<file path="src/rtl/count_sweep_ctrl_if.sv">
// Bundle of the sweep controller's host-side controls and counter-side
// signals. The master side (host plus counter) drives the requests and the
// counter value. The slave side (the sequencer) drives the counter controls
// and the status flags.
interface count_sweep_ctrl_if #(
    parameter int WIDTH  = 4,
    parameter int PASS_W = 4
);
    // host requests
    logic              start;
    logic              abort;
    logic [WIDTH-1:0]  lo;
    logic [WIDTH-1:0]  hi;
    logic [PASS_W-1:0] passes;
    // counter feedback
    logic [WIDTH-1:0]  cnt;
    // counter controls
    logic              load;
    logic [WIDTH-1:0]  vf;
    logic              dir;
    // status
    logic              busy;
    logic              done;
    logic              err;

    modport master (
        output start, abort, lo, hi, passes, cnt,
        input  load, vf, dir, busy, done, err
    );

    modport slave (
        input  start, abort, lo, hi, passes, cnt,
        output load, vf, dir, busy, done, err
    );
endinterface

</file>
<file path="src/rtl/count_sweep_ctrl.sv">
// Ping-pong sweep sequencer for a bidirectional counter with parallel load.
// The counter is driven lo -> hi -> lo for a programmed number of passes.
// Its returned value is compared every sweep cycle with an internal
// expected count. While no sweep runs, the counter is frozen by continuous
// load of the expected count. Every counter control and status output
// comes from a register.
module count_sweep_ctrl #(
    parameter int WIDTH  = 4,
    parameter int PASS_W = 4
) (
    input  logic               clk_i,
    input  logic               rst_i,
    count_sweep_ctrl_if.slave  bus
);

    typedef enum logic [1:0] {
        ST_IDLE = 2'd0,
        ST_LOAD = 2'd1,
        ST_UP   = 2'd2,
        ST_DOWN = 2'd3
    } state_t;

    localparam logic [WIDTH-1:0]  ZERO_W = {WIDTH{1'b0}};
    localparam logic [WIDTH-1:0]  ONE_W  = {{(WIDTH-1){1'b0}}, 1'b1};
    localparam logic [PASS_W-1:0] ZERO_P = {PASS_W{1'b0}};
    localparam logic [PASS_W-1:0] ONE_P  = {{(PASS_W-1){1'b0}}, 1'b1};

    // An empty or inverted window cannot be swept.
    function automatic logic cfg_bad(input logic [WIDTH-1:0] lo_v,
                                     input logic [WIDTH-1:0] hi_v);
        return (hi_v <= lo_v);
    endfunction

    state_t            state_q, state_d;
    logic [WIDTH-1:0]  exp_q, exp_d;
    logic [WIDTH-1:0]  lo_q, lo_d;
    logic [WIDTH-1:0]  hi_q, hi_d;
    logic [PASS_W-1:0] passes_q, passes_d;
    logic [PASS_W-1:0] pc_q, pc_d;
    logic              err_q, err_d;
    logic              done_q, done_d;
    logic              load_q, load_d;
    logic [WIDTH-1:0]  vf_q, vf_d;
    logic              dir_q, dir_d;
    logic              busy_q, busy_d;

    logic              mismatch_s;
    logic              at_top_s;
    logic              at_bottom_s;
    logic              last_pass_s;

    // The counter should hold exactly the expected count in every sweep cycle.
    assign mismatch_s  = (bus.cnt != exp_q);
    // Turn-around points: the edge where the counter reaches hi or lo.
    assign at_top_s    = (exp_q == (hi_q - ONE_W));
    assign at_bottom_s = (exp_q == (lo_q + ONE_W));
    assign last_pass_s = (pc_q == ONE_P);

    // State register.
    always_ff @(posedge clk_i) begin
        if (rst_i) begin
            state_q <= ST_IDLE;
        end else begin
            state_q <= state_d;
        end
    end

    // Datapath and registered-output register bank.
    always_ff @(posedge clk_i) begin
        if (rst_i) begin
            exp_q    <= ZERO_W;
            lo_q     <= ZERO_W;
            hi_q     <= ZERO_W;
            passes_q <= ZERO_P;
            pc_q     <= ZERO_P;
            err_q    <= 1'b0;
            done_q   <= 1'b0;
            load_q   <= 1'b1;
            vf_q     <= ZERO_W;
            dir_q    <= 1'b0;
            busy_q   <= 1'b0;
        end else begin
            exp_q    <= exp_d;
            lo_q     <= lo_d;
            hi_q     <= hi_d;
            passes_q <= passes_d;
            pc_q     <= pc_d;
            err_q    <= err_d;
            done_q   <= done_d;
            load_q   <= load_d;
            vf_q     <= vf_d;
            dir_q    <= dir_d;
            busy_q   <= busy_d;
        end
    end

    // Next-state, expected-count tracking, pass counting and error capture.
    always_comb begin
        state_d  = state_q;
        exp_d    = exp_q;
        lo_d     = lo_q;
        hi_d     = hi_q;
        passes_d = passes_q;
        pc_d     = pc_q;
        err_d    = err_q;
        done_d   = 1'b0;

        if (bus.abort) begin
            // Abort overrides everything. The expected count is kept so the
            // counter freezes where it stopped. err is left untouched.
            state_d = ST_IDLE;
        end else begin
            case (state_q)
                ST_IDLE: begin
                    if (bus.start) begin
                        lo_d     = bus.lo;
                        hi_d     = bus.hi;
                        passes_d = bus.passes;
                        err_d    = 1'b0;
                        if (cfg_bad(bus.lo, bus.hi)) begin
                            err_d = 1'b1;
                        end else if (bus.passes == ZERO_P) begin
                            done_d = 1'b1;
                        end else begin
                            state_d = ST_LOAD;
                        end
                    end else begin
                        state_d = ST_IDLE;
                    end
                end
                ST_LOAD: begin
                    state_d = ST_UP;
                    exp_d   = lo_q;
                    pc_d    = passes_q;
                end
                ST_UP: begin
                    if (mismatch_s) begin
                        err_d   = 1'b1;
                        state_d = ST_IDLE;
                    end else begin
                        exp_d = exp_q + ONE_W;
                        if (at_top_s) begin
                            state_d = ST_DOWN;
                        end else begin
                            state_d = ST_UP;
                        end
                    end
                end
                ST_DOWN: begin
                    if (mismatch_s) begin
                        err_d   = 1'b1;
                        state_d = ST_IDLE;
                    end else begin
                        exp_d = exp_q - ONE_W;
                        if (at_bottom_s) begin
                            pc_d = pc_q - ONE_P;
                            if (last_pass_s) begin
                                state_d = ST_IDLE;
                                done_d  = 1'b1;
                                exp_d   = lo_q;
                            end else begin
                                state_d = ST_UP;
                            end
                        end else begin
                            state_d = ST_DOWN;
                        end
                    end
                end
                default: begin
                    state_d = ST_IDLE;
                end
            endcase
        end
    end

    // Counter controls decoded from the upcoming state, so each output is a register.
    always_comb begin
        load_d = 1'b1;
        vf_d   = exp_d;
        dir_d  = 1'b0;
        busy_d = 1'b0;
        case (state_d)
            ST_IDLE: begin
                load_d = 1'b1;
                vf_d   = exp_d;
            end
            ST_LOAD: begin
                load_d = 1'b1;
                vf_d   = lo_d;
                busy_d = 1'b1;
            end
            ST_UP: begin
                load_d = 1'b0;
                dir_d  = 1'b0;
                busy_d = 1'b1;
            end
            ST_DOWN: begin
                load_d = 1'b0;
                dir_d  = 1'b1;
                busy_d = 1'b1;
            end
            default: begin
                load_d = 1'b1;
                vf_d   = exp_d;
            end
        endcase
    end

    assign bus.load = load_q;
    assign bus.vf   = vf_q;
    assign bus.dir  = dir_q;
    assign bus.busy = busy_q;
    assign bus.done = done_q;
    assign bus.err  = err_q;

endmodule

</file>
<file path="src/flat_wrapper.sv">
// flat-port wrapper written by rule: the top's interface ports become plain ports
module count_sweep_ctrl_flat 
#(
    parameter int WIDTH  = 4,
    parameter int PASS_W = 4
)
  (clk_i, rst_i, bus_start, bus_abort, bus_lo, bus_hi, bus_passes, bus_cnt, bus_load, bus_vf, bus_dir, bus_busy, bus_done, bus_err);
  count_sweep_ctrl_if #(.WIDTH(WIDTH), .PASS_W(PASS_W)) bus_i ();
  input  logic clk_i;
  input  logic rst_i;
  input wire logic [$bits(bus_i.start)-1:0] bus_start;
  input wire logic [$bits(bus_i.abort)-1:0] bus_abort;
  input wire logic [$bits(bus_i.lo)-1:0] bus_lo;
  input wire logic [$bits(bus_i.hi)-1:0] bus_hi;
  input wire logic [$bits(bus_i.passes)-1:0] bus_passes;
  input wire logic [$bits(bus_i.cnt)-1:0] bus_cnt;
  output wire logic [$bits(bus_i.load)-1:0] bus_load;
  output wire logic [$bits(bus_i.vf)-1:0] bus_vf;
  output wire logic [$bits(bus_i.dir)-1:0] bus_dir;
  output wire logic [$bits(bus_i.busy)-1:0] bus_busy;
  output wire logic [$bits(bus_i.done)-1:0] bus_done;
  output wire logic [$bits(bus_i.err)-1:0] bus_err;
  assign bus_i.start = bus_start;
  assign bus_i.abort = bus_abort;
  assign bus_i.lo = bus_lo;
  assign bus_i.hi = bus_hi;
  assign bus_i.passes = bus_passes;
  assign bus_i.cnt = bus_cnt;
  assign bus_load = bus_i.load;
  assign bus_vf = bus_i.vf;
  assign bus_dir = bus_i.dir;
  assign bus_busy = bus_i.busy;
  assign bus_done = bus_i.done;
  assign bus_err = bus_i.err;
  count_sweep_ctrl #(.WIDTH(WIDTH), .PASS_W(PASS_W)) u_core (.clk_i(clk_i), .rst_i(rst_i), .bus(bus_i));
endmodule
</file>
<file path="config.mk">
export PLATFORM = sky130hd
export DESIGN_NAME = count_sweep_ctrl_flat
export DESIGN_NICKNAME = d
export VERILOG_FILES = /design/src/rtl/count_sweep_ctrl_if.sv /design/src/rtl/count_sweep_ctrl.sv /design/src/flat_wrapper.sv
export SDC_FILE = /design/constraint.sdc
export NUM_CORES = 1
export LEC_CHECK = 0
export CORE_ASPECT_RATIO = 2
export CORE_UTILIZATION = 40
export DETAILED_ROUTE_END_ITERATION = 7
export PLACE_DENSITY = 0.61
export REMOVE_ABC_BUFFERS = 1
export SYNTH_ARGS = -nofsm -noshare
export SYNTH_HDL_FRONTEND = slang
export SYNTH_SLANG_ARGS = --single-unit
</file>
<file path="constraint.sdc">
create_clock -name clk_i -period 4.5 [get_ports clk_i]
set_input_delay 1.35 -clock clk_i [delete_from_list [all_inputs] [get_ports clk_i]]
set_output_delay 1.35 -clock clk_i [all_outputs]
set_load 0.1 [all_outputs]
</file>
==> impl_metrics.toml, run 1 <==
[floorplanning]
num_rows = 36
core_um2 = 4910
die_area_um2 = 5470
fp.dieH_um = 104
die_w_um = 52.8
start_util_pct = 42.0
io_pins = 29

[clock_tree]
cts-root-buf = "clkbuf_8"
clock_path_buffers = 2
cts-buffers-inserted = 5
ctsResizeCount = 0
cts_hold_buf = 0
cts_tree = "yes"
clk_pin_slew_worst_paths_ps = 70
htree_levels = 2
post_cts_buffers = 0
cts.sinks = 31
clock_latency_ps = 290

[place]
gp_congestion = 0.829
hpwl_mm = 3.92
pre_cts_ws_ps = 540
portBuffers = 28

[worst_setup_path]
cp_data_arrival_time_ps = 3800
cp.buffers_inverters = 2
cp_num_cells = 9
max_stage_delay_ps = 480
end_kind = "flop"
cp_data_required_time_ps = 4680
critPathLaunchType = "input pin"
slowest_stage = "clkdlybuf4s50_1"
crit_fanout = 4
path_class = "input pin to flop"
rr_worst_depth = 7
crit_chain = "clkdlybuf4s50_1 -> inv_1 -> ha_1 -> nor2b_1 -> o211ai_1 -> a21oi_1 -> or2b_2 -> a311oi_4 -> mux2_2"
path_delay_family = "compound AO/OA/AOI/OAI gates"

[timing]
timing.hold.ws_ps = 466
rsz0062_at_grt = "no"
min_period_ps = 3630
tns_ps = 0
hold_violations = 0
slew_headroom_pct = 34.7
tightest_slew_ps = 976
fin_ws_ps = 871
slew_violations = 0
max_freq_mhz = 276
finalCritPeriodShare_pct = 80.6
setup_viol = 0
fin_skew_ps = 3.76

[global_routing]
grt_pass1_vias = 1781
grt_pass1_wl_mm = 8.16
antenna_found_initial = 0
grt_overflow = 0
track_usage_pct = 20.1
grt_max_degree = 27

[layout]
antenna_cells = 0
fill_cells = 518
nets = 305
layout_common_cells = "39 x nand2_1, 31 x dfxtp_1, 29 x a21oi_1, 28 x clkdlybuf4s50_1, 15 x inv_1"
area_growth_pct = 17.3
post-route-util_pct = 49.3
drive_gt1_share_pct = 10.7
layout_commonest_cell = "nand2_1"

[route]
drc_errors = 0
drtAntennaViolNets = 0
drt_wl_total_mm = 4.99
firstDrtPassIters = 4
num_vias = 1790
vias_per_cell = 5.44
drt_iter0_markers = 34
wl_per_cell_um = 15.2

[power_and_ir_drop]
switching_share_pct = 27.6
p_comb_share_pct = 16.5
pwr-share-seq_pct = 44.9
switching_power_mw = 0.179
pwr-share-clk_pct = 38.6
p_per_area_nw_per_um2 = 267
power.internal_mw = 0.468
irDropWorstVdd_uv = 206
leakagePower_nw = 0.909

[logic_synthesis]
async_flop_share_pct = 0
syn_inst = 248
synth_seq_cells = 31
synth_edf_count = 0
yosysWarningCount = 0
synth-main-ff-cell = "dfxtp_1"
synthDistinctLibCells = 57
syn_area_per_cell_um2 = 8.32
yosysSeqAreaShare_pct = 30.1
synth_area_um2 = 2060

[status]
status = "finished clean"

[min_path]
hold_class = "flop to flop"
whs_path_depth = 2

[job]
maxCapViolations = 0
logic make-up (layout without fill, tap and decap cells):
kind of cell    after synthesis  in the layout  share of synthesized area (%)
mux                           6              6                           3.15
xor+xnor                     18             18                           9.03
compound gates               60             60                           19.1
simple gates                 89             89                           21.6
flops                        31             31                           30.1
fa+ha+maj                    14             14                           8.48
buf+inv                      30             54                           8.54
state kept, by name, summed over array words and instances (netlist names), 2 cells and up:
register and flops:
u_core.hi_q 4, u_core.exp_q 4, u_core.state_q 2, u_core.passes_q 4, u_core.bus.vf 4, u_core.lo_q 4, u_core.pc_q 4
stage by stage:
step / cell area [um2] / std cells / total power, mW
final: 2420 / 329 / 0.647
after global placement: 2320 / 321 / 0.403
after global routing: 2420 / 329 / 0.676
after detailed placement: 2320 / 321 / 0.404
after CTS: 2420 / 329 / 0.651
after floorplan: 1940 / 233 / 0.360
path summary, 6_finish.rpt:
path | start | to | slack, ps
worst min-delay path | u_core.passes_q[1] | u_core.passes_q[1] | 470
worst max-delay path | bus_lo[1] | u_core.bus.vf[0] | 870
worst max register to register | u_core.lo_q[0] | u_core.bus.vf[0] | 1790
worst min register to register | u_core.passes_q[1] | u_core.passes_q[1] | 470
cells in the mapped netlist, types with 5 or more instances:
| cell type | count | area [um2] |
|---|---|---|
| nor2_1 | 10 | 37.5 |
| o21ai_0 | 8 | 40.0 |
| nand2_1 | 39 | 146 |
| xnor2_1 | 6 | 52.6 |
| buf_6 | 5 | 56.3 |
| a21oi_1 | 29 | 145 |
| clkbuf_1 | 6 | 22.5 |
| ha_1 | 14 | 175 |
| inv_1 | 15 | 56.3 |
| xor2_1 | 10 | 87.6 |
| nand3_1 | 7 | 35.0 |
| dfxtp_1 | 31 | 621 |
power groups by stage:
stage	Combinational, mW	Clock (mW)	Sequential [mW]
final	0.107	0.250	0.290
after global routing	0.117	0.268	0.291
after CTS	0.108	0.253	0.290
after detailed placement	0.108	0	0.297
after global placement	0.107	0	0.296
after floorplan	0.0513	0	0.309
layout make-up:
class	instances	area [um2]	share of cell area (%)
Timing Repair Buffer	31	303	12.5
Inverter	15	56.3	2.32
Clock inverter	1	7.51	0.310
Tap cell	57	71.3	2.94
Multi-Input combinational cell	187	1270	52.3
Clock buffer	7	96.3	3.98
Sequential cell	31	621	25.6
routing by layer:
metal | vias to the layer above | share of wire [%] | global-route usage (%)
met1 | 833 | 39 | 20.9
met5 | - | 0 | 0
li1 | 917 | - | -
met3 | 12 | 1.8 | 2.79
met4 | 0 | 2.5 | 9.59
met2 | 28 | 57 | 36.5
worst register-to-register path, cell delays in order (launching register included):
cell and delay [ps]:
dfxtp_1 490, ha_1 320, xnor2_1 190, nand4_1 210, nor3_2 400, o22ai_1 220
a311oi_4 400, mux2_2 380
Note: power is estimated with default switching activity, not from simulation.
==> run 2: changes to the inputs <==
==> constraint.sdc (replaced) <==
create_clock -name clk_i -period 3.7 [get_ports clk_i]
set_input_delay 1.11 -clock clk_i [delete_from_list [all_inputs] [get_ports clk_i]]
set_output_delay 1.11 -clock clk_i [all_outputs]
set_load 0.1 [all_outputs]
==> run 2 against run 1 <==
Against the previous run: die area is the same; global-route usage grew 0.39 points; clock skew grew 5.6 ps; critical path depth shrank 1; sequential power grew 22%; routed wire length grew 1.1%; power grew 29%; core utilization grew 0.28 points; combinational power grew 24%; via count grew 2.9%; highest routed layer unchanged; worst setup slack lost 460 ps.
==> impl_metrics.toml, run 2 (synthesis gave the netlist of run 1 again) <==
[timing]
slew_headroom_pct = 62.9
setup_viol = 0
tightest_slew_ps = 551
tns_ps = 0
max_freq_mhz = 304
fin_skew_ps = 9.34
slew_violations = 0
finalCritPeriodShare_pct = 89.0
min_period_ps = 3290
hold_violations = 0
rsz0062_at_grt = "no"

[clock_tree]
cts.sinks = 31
cts-root-buf = "clkbuf_8"
ctsResizeCount = 0
cts_tree = "yes"
htree_levels = 2
clock_path_buffers = 2
cts-buffers-inserted = 5
post_cts_buffers = 0
cts_hold_buf = 0
clock_latency_ps = 280
clk_pin_slew_worst_paths_ps = 70

[route]
drtAntennaViolNets = 0
num_vias = 1842
drt_wl_total_mm = 5.04
drt_iter0_markers = 33
firstDrtPassIters = 6
drc_errors = 0
wl_per_cell_um = 15.2
vias_per_cell = 5.55

[floorplanning]
num_rows = 36
core_um2 = 4910
die_area_um2 = 5470
fp.dieH_um = 104
die_w_um = 52.8
io_pins = 29
start_util_pct = 42.0

[layout]
area_growth_pct = 18.0
drive_gt1_share_pct = 14.9
layout_common_cells = "39 x nand2_1, 31 x dfxtp_1, 29 x a21oi_1, 19 x clkdlybuf4s50_1"
finalInstanceArea_um2 = 2440
layout_commonest_cell = "nand2_1"
nets = 308
fill_cells = 509
antenna_cells = 0

[global_routing]
track_usage_pct = 20.5
grt_pass1_wl_mm = 8.31
antenna_found_initial = 0
grt_max_degree = 17
grt_pass1_vias = 1792
grt_overflow = 0

[worst_setup_path]
path_delay_family = "compound AO/OA/AOI/OAI gates"
cp_data_arrival_time_ps = 3460
path_class = "input pin to flop"
cp_data_required_time_ps = 3870
critPathLaunchType = "input pin"
r2r_start = "u_core.lo_q[0]"
end_kind = "flop"
crit_fanout = 4
cp_num_cells = 8
rr_worst_depth = 7
cp.buffers_inverters = 2
max_stage_delay_ps = 480
crit_path_start = "bus_lo[3]"
slowest_stage = "clkdlybuf4s50_1"
crit_chain = "clkdlybuf4s50_1 -> inv_1 -> ha_1 -> and4_1 -> a21oi_1 -> or2b_2 -> a311oi_4 -> mux2_2"

[power_and_ir_drop]
pwr-share-seq_pct = 42.3
switching_power_mw = 0.216
switching_share_pct = 25.8
p_per_area_nw_per_um2 = 343
leakagePower_nw = 0.949
power.internal_mw = 0.620
irDropWorstVdd_uv = 372
p_comb_share_pct = 16.0
pwr-share-clk_pct = 41.8

[min_path]
hp-start = "u_core.passes_q[2]"
hold_class = "flop to flop"
whs_path_depth = 2

[place]
portBuffers = 28
gp_congestion = 0.839
hpwl_mm = 4.03
dpl_cell_area_um2 = 2320

[status]
status = "finished clean"

[job]
maxCapViolations = 0
## run 2: stage by stage
stage                     util, %  hold WS (ps)  worst slack (ps)  power (mW)  instances
after floorplan                 -           430               425       0.438        233
after global placement       47.2           447               164       0.493        324
after detailed placement     47.2           453               109       0.495        324
after CTS                    49.6           463               398       0.843        332
after global routing         49.6           476               274       0.869        332
final                        49.6           462               406       0.836        332
## run 2: final cells by class
class | count | area, um2 | share of cell area, %
clock buffers | 6 | 82.6 | 3.39
clock inverters | 2 | 35.0 | 1.44
inverters | 15 | 56.3 | 2.31
multi-input cells | 187 | 1270 | 52.0
flip-flops and latches | 31 | 621 | 25.5
well taps | 57 | 71.3 | 2.93
repair buffers | 34 | 303 | 12.4
## run 2: path summary, 6_finish.rpt
path	slack, ps	end
max reg2reg	1000	u_core.bus.vf[1]
min	460	u_core.passes_q[2]
min reg2reg	460	u_core.passes_q[2]
max	410	u_core.bus.vf[1]
## run 2: per-layer routing
layer | GRT usage (%) | share of wire, %
met5 | 0 | 0
met2 | 35.7 | 54
met3 | 4.41 | 2.7
met1 | 20.6 | 39
met4 | 12.4 | 4.8
## run 2: worst register-to-register path, cell delays in order, from the launching register on
cell,delay (ps)
dfxtp_1,490
ha_1,320
xnor2_1,180
nand4_1,200
nor3_2,380
o22ai_1,220
a311oi_4,410
mux2_2,380
## run 2: power groups by stage
stage,clock network (mW),registers (mW),logic (mW)
after detailed placement,0,0.361,0.134
after floorplan,0,0.375,0.0623
final,0.349,0.353,0.133
after CTS,0.355,0.353,0.135
after global placement,0,0.360,0.132
after global routing,0.368,0.355,0.147
